File: src/rtl/led_shift_pkg.sv
// Shared types and default seed patterns for the walking-LED datapath.
package led_shift_pkg;

   typedef enum logic [1:0] {
      FUNC_PASS = 2'b00,
      FUNC_SHL  = 2'b01,
      FUNC_SHR  = 2'b10,
      FUNC_ROR  = 2'b11
   } shift_func_t;

   localparam logic [7:0] SEED_A_DEF = 8'b1000_0000;
   localparam logic [7:0] SEED_B_DEF = 8'b0000_0001;

endpackage

File: src/rtl/led_shift_datapath_bit_shifter.sv
// Combinational one-bit shifter/rotator: pass, shift left, shift right, rotate right.
module bit_shifter
   import led_shift_pkg::*;
#(
   parameter int WIDTH = 8
) (
   input  logic [1:0]       func,
   input  logic [WIDTH-1:0] data,
   output logic [WIDTH-1:0] result
);

   shift_func_t w_func;

   assign w_func = shift_func_t'(func);

   always_comb begin
      result = data;
      case (w_func)
         FUNC_PASS: result = data;
         FUNC_SHL:  result = {data[WIDTH-2:0], 1'b0};
         FUNC_SHR:  result = {1'b0, data[WIDTH-1:1]};
         FUNC_ROR:  result = {data[0], data[WIDTH-1:1]};
         default:   result = data;
      endcase
   end

endmodule

File: src/rtl/led_shift_datapath.sv
// Walking-LED datapath: seed mux -> feedback mux -> shifter -> loadable register with async clear.
module led_shift_datapath
   import led_shift_pkg::*;
#(
   parameter int               WIDTH  = 8,
   parameter logic [WIDTH-1:0] SEED_A = SEED_A_DEF,
   parameter logic [WIDTH-1:0] SEED_B = SEED_B_DEF
) (
   input  logic             clk,
   input  logic             clear,
   input  logic             load,
   input  logic             sel_seed,
   input  logic             sel_feedback,
   input  logic [1:0]       func,
   output logic [WIDTH-1:0] led
);

   logic [WIDTH-1:0] r_led;
   logic [WIDTH-1:0] w_seed;
   logic [WIDTH-1:0] w_src;
   logic [WIDTH-1:0] w_nxt;

   assign w_seed = sel_seed ? SEED_B : SEED_A;
   assign w_src  = sel_feedback ? r_led : w_seed;

   bit_shifter #(
      .WIDTH (WIDTH)
   ) u_bit_shifter (
      .func   (func),
      .data   (w_src),
      .result (w_nxt)
   );

   // clear dominates load; an all-zero register recirculates as zero until a seed is loaded
   always_ff @(posedge clk or posedge clear) begin
      if (clear) begin
         r_led <= '0;
      end else if (load) begin
         r_led <= w_nxt;
      end
   end

   assign led = r_led;

endmodule

File: config.mk
export PLATFORM = sky130hd
export DESIGN_NAME = led_shift_datapath
export DESIGN_NICKNAME = d
export VERILOG_FILES = /design/src/rtl/led_shift_pkg.sv /design/src/rtl/led_shift_datapath_bit_shifter.sv /design/src/rtl/led_shift_datapath.sv
export SDC_FILE = /design/constraint.sdc
export NUM_CORES = 1
export LEC_CHECK = 0
export ABC_CLOCK_PERIOD_IN_PS = 1750
export BUFFER_PORTS_ARGS = -buffer_cell sky130_fd_sc_hd__buf_2
export CAP_MARGIN = 20
export CORE_AREA = 2 2 39 41
export CTS_CLUSTER_DIAMETER = 30
export DETAILED_ROUTE_END_ITERATION = 10
export DIE_AREA = 0 0 41 43
export PLACE_DENSITY_LB_ADDON = 0.15
export SLEW_MARGIN = 5
export SYNTH_ARGS = -nofsm -noshare
export SYNTH_HDL_FRONTEND = slang
export SYNTH_SLANG_ARGS = --single-unit
File: constraint.sdc
create_clock -name clk -period 1.75 [get_ports clk]
set_clock_uncertainty 0.05 [all_clocks]
set_input_delay 0.525 -clock clk [delete_from_list [all_inputs] [get_ports clk]]
set_output_delay 0.525 -clock clk [all_outputs]
set_load 0.01 [all_outputs]
# Word level (Yosys, flattened, before mapping)
# Cells that the tools add are included.
# totals
out_inout_bits	8
word_cells	8
regBits	8
input_bits	7
# op_classes
reduce_logical	1
n_eq_ne	3
n_mux	3
# ops
cell	count
$pmux W8 S4	1
$mux W8	2
$eq A2 B2 Y1 const B	2
$eq A2 B1 Y1 const B	1
$logic_not A2 Y1	1

# Depth between registers and ports, before layout
# logic_depth
word_depth	3
ltp_mapped	4
mapped_depth_nobuf	3

# By module
# A second synthesis with hierarchy kept.
# hier_totals
cells_unflattened	51
hier_area_um2	551.8
# by_module_without_submodules
mod	seq_area_each_um2	cells_each	instances	area_each_um2
led_shift_datapath	200.2	27	1	392.9
bit_shifter	0.0	24	1	158.9

# Worst setup path before layout
# OpenSTA, ideal clock, no wires.
# synth_path
path_type	input-to-reg
start	input port sel_feedback
end	register r_led[7] (netlist: led[7])
t_required_ps	1574
setup_time_ps	126
path_stages	3
arrival_ps	1280
n_path_buf	0
slack_ps	294
path_cell_list	mux2_4 and3_4 o32a_1
# synth_via
elab_chain_cells	2
# synth_lines
element	line	text
start, declared	led_shift_datapath.sv:13	input logic sel_feedback,
$mux W8	led_shift_datapath.sv:24	assign w_src = sel_feedback ? r_led : w_seed;
$pmux W8 S4	led_shift_datapath_bit_shifter.sv:18	case (w_func)
end signal, assigned	led_shift_datapath.sv:39	r_led <= w_nxt;
end, declared	led_shift_datapath.sv:18	logic [WIDTH-1:0] r_led;
# Every way passes these cells.
# A chain may end at the register's enable or synchronous reset.

# Worst setup path in the final report
# layout_path
start	register r_led[6] (netlist: led[6])
end	output port led[6]
# layout_lines
element	line	text
end, declared	led_shift_datapath.sv:15	output logic [WIDTH-1:0] led
# No word-level cell between the ends.

==> impl_summary.md <==
Status
The run finished with clean final reports.

Global route
Summed over all layers, the global routing overflow is 0. The largest net degree at the start of global routing is 14. The number of antenna violations at the first check in global routing is 0. The first global-routing pass estimated 1860 um of wire. For this run, the total global-route usage over all layers was measured as 16.2%. The number of global-route vias before repair is 413.

STA
The portion of the clock cycle consumed by the worst path in the final layout is 80.5%. The slack of the critical path is 0.341 ns. In this run the tightest slew margin relative to its limit is 78.3%.

For the finished layout, the period the worst path requires is 1.41 ns. The count of pins over their slew limit is 0. The setup TNS is 0 ns.

The worst slack on hold paths is 0.151 ns. The final-report setup violation count is 0. The count of final hold-check violations is 0. The fmax is 0.709 GHz. Setup repair after global routing left no endpoint under its margin. The slew at the pin with the worst max-slew slack is 0.326 ns.

Floorplan
In this run the horizontal extent of the chip is 41 um. From bottom edge to top edge, the die measures 43 um. The effective utilization at floorplan is 35.8%.

The number of core rows is 14. The standard cell core area is 1380 um^2. The top-level port count is 15. The die covers 1760 um^2.

Synth
The main combinational cell family by area after synthesis is compound AO/OA/AOI/OAI gates. The fraction of the mapped netlist area in compound gates is 21.0%. The share of synthesized area occupied by flip-flops and latches is 40.4%.

The number of flip-flops and latches in the synthesized netlist is 8. The top cell type by area accounts for 40.4% of the synthesized area. The synthesized-area fraction occupied by and/or/nand/nor cells is 13.4%. Summing every instance area after synthesis gives 495 um^2. The adder-cell share of the synthesized area is 0%. Measured against the total synthesized area, the mux share comes to 17.9%.

The top cell type by total area after synthesis is sky130_fd_sc_hd__dfrtp_1. By area the synthesized netlist is led by sky130_fd_sc_hd__dfrtp_1, sky130_fd_sc_hd__mux2i_1, sky130_fd_sc_hd__mux2_2, sky130_fd_sc_hd__inv_1, sky130_fd_sc_hd__a32o_1. The mean cell area of the mapped netlist is 9.72 um^2. After synthesis, the netlist uses 22 different library cells. The synthesized-area fraction occupied by xor and xnor cells is 0%.

The post-synth net total is 58. The count of warnings emitted by yosys is 0. The post-synthesis cell count is 51.

Pwr
The design draws 452 uW. In this run the power density over the cells is 761 nW/um^2. The worst IR drop on VDD is 0.361 mV. The leakage power is 0.289 nW.

Drt
Wire segments on met2 add up to 485 um in the final route. The first routing iteration left 6 violations. After detailed routing, the met3 layer carries 68 um of wire. The highest metal layer with signal wires is met4. The detailed-routing wirelength on met1 is 478 um. In the final routed layout, each cell accounts on average for 13.2 um.

Once detail routing completed, the nets flagged for antenna violations numbered 0. The average vias per placed instance is 5.49. The total DRC errors in the routed layout is 0. The count of TritonRoute iterations in the first routing pass is 4. The overall routed net length is 1070 um.

The number of vias in the routed layout is 445.

Worst setup path
In this run the worst path has a maximum fanout of 5. On the critical path, the stage with the largest delay is an instance of sky130_fd_sc_hd__dfrtp_1. The critical path is of the reg2out type. The cell family contributing the most delay on the critical path is flip-flops. The startpoint identified for the worst register-to-register timing path is led[0].

The critical path goes through buf_2. The largest single stage delay on the critical path is 0.42 ns. The setup check on the worst reg-to-reg path leaves a slack of 0.43 ns.

Counting both buffers and inverters, the worst setup path holds a total of 1. The worst register-to-register path has a depth of 3. For the worst setup path, the data arrival time is 0.83 ns. The kind of capture point of the worst setup path is an output port. STA classifies the critical path startpoint as a flop. The required time at the worst-slack endpoint is 1.17 ns. The endpoint identified for the worst register-to-register timing path is led[7].

Clocking
The CTS clock-pin slew for the worst setup and hold paths is 0.06 ns. The number of gates given a new drive strength after cts is 0. The total number of clock tree sinks is 8.

The clock latency reported for the late side of the worst-skew pair is 0.26 ns. The maximum level of the CTS H-tree is 1. The hold buffer count at CTS is 0. The clock root buffer master is sky130_fd_sc_hd__clkbuf_4. The maximum buffer depth of the clock tree is 2. Clock tree synthesis inserted a total of 3 buffers. The number of buffers added for setup after CTS is 0. TritonCTS built the clock tree.

Finish
After the last flow step, the layout net total stands at 74. The repair_antennas step left the layout with diodes totalling 0. In the final layout, flip-flops and latches occupy 200 um^2. The number of flip-flops under the largest register name is 8.

Of the cells placed in the final design, the portion with a size suffix greater than 1 is 33.8%. The multi-input combinational cells in the finished layout cover a total of 259 um^2. The signed area change from the synthesized netlist to the final layout is 19.9%.

The share of the core filled with cells is 42.9%. Fill cells in the final layout number 142.

Placed design
The detailed placer's ending HPWL is 758 um. Input and output buffers added on the ports amount to 14. The routability congestion estimate from global placement is 0.770. The post-placement worst setup slack is 0.0935 ns.

Flow run
Max-cap violations in this run came to 0.

Hold path
The min-delay analysis places its worst path in the category in2async.
layer usage:
metal  global-route usage [%]  vias up
met2                     20.3       14
li1                         -      215
met1                     22.4      211
met4                     12.0        0
met5                        0        -
met3                     4.71        5
Yosys cell counts:
cell                       count
sky130_fd_sc_hd__dfrtp_1       8
sky130_fd_sc_hd__inv_1         6
sky130_fd_sc_hd__mux2i_1       4
sky130_fd_sc_hd__nand2_1       4
sky130_fd_sc_hd__mux2_2        3
sky130_fd_sc_hd__o21ai_0       3
sky130_fd_sc_hd__o22ai_1       3
sky130_fd_sc_hd__a32o_1        2
sky130_fd_sc_hd__buf_2         2
sky130_fd_sc_hd__nor2_1        2
sky130_fd_sc_hd__nor2b_1       2
sky130_fd_sc_hd__o32a_1        2
sky130_fd_sc_hd__a21oi_1       1
sky130_fd_sc_hd__a22o_1        1
sky130_fd_sc_hd__a22oi_1       1
sky130_fd_sc_hd__and3_4        1
sky130_fd_sc_hd__clkbuf_1      1
sky130_fd_sc_hd__mux2_4        1
sky130_fd_sc_hd__nand4_1       1
sky130_fd_sc_hd__nor4_1        1
sky130_fd_sc_hd__o221ai_1      1
sky130_fd_sc_hd__or2b_1        1
metrics by stage:
step / cell area, um^2 / cells
floorplan: 495 / 51
detailed placement: 572 / 78
finish: 594 / 81
CTS: 594 / 81
global route: 594 / 81
global placement: 572 / 78
kinds of logic (layout without fill, tap and decap cells):
kind of cell	after synthesis	after routing
and+or+nand+nor	12	12
buffers and inverters	9	23
muxes	8	8
AOI/OAI and AO/OA	14	14
DFF	8	8
cell type report:
| type | count | area share (%) |
|---|---|---|
| multi-input combinational | 34 | 43.6 |
| sequential | 8 | 33.7 |
| timing repair buffer | 14 | 11.8 |
| clock buffer | 3 | 3.79 |
| inverter | 6 | 3.79 |
| tap | 16 | 3.37 |
worst max-delay path by stage:
stage	startpoint	depth (start not counted)	slack, ns	to
floorplan	sel_feedback	3	0.29	led[7]
finish	led[6]	1	0.34	led[6]
global route	led[6]	1	0.30	led[6]
CTS	led[6]	1	0.34	led[6]
global placement	sel_feedback	4	0.11	led[7]
detailed placement	sel_feedback	4	0.09	led[7]
power breakdown:
group	switching, mW	internal [mW]	total [mW]
Clock	0.0704	0.0790	0.149
Sequential	0.0138	0.198	0.212
Combinational	0.0479	0.0427	0.0906
Total	0.132	0.320	0.452
cell usage in the layout (no fill, tap or decap), types with 3 or more instances in the layout:
cell type / instances
sky130_fd_sc_hd__nand2_1: 4
sky130_fd_sc_hd__o22ai_1: 3
sky130_fd_sc_hd__inv_1: 6
sky130_fd_sc_hd__dfrtp_1: 8
sky130_fd_sc_hd__o21ai_0: 3
sky130_fd_sc_hd__mux2i_1: 4
sky130_fd_sc_hd__mux2_2: 3
sky130_fd_sc_hd__clkbuf_4: 3
sky130_fd_sc_hd__buf_2: 14
Note: power is estimated with default switching activity, not from simulation.
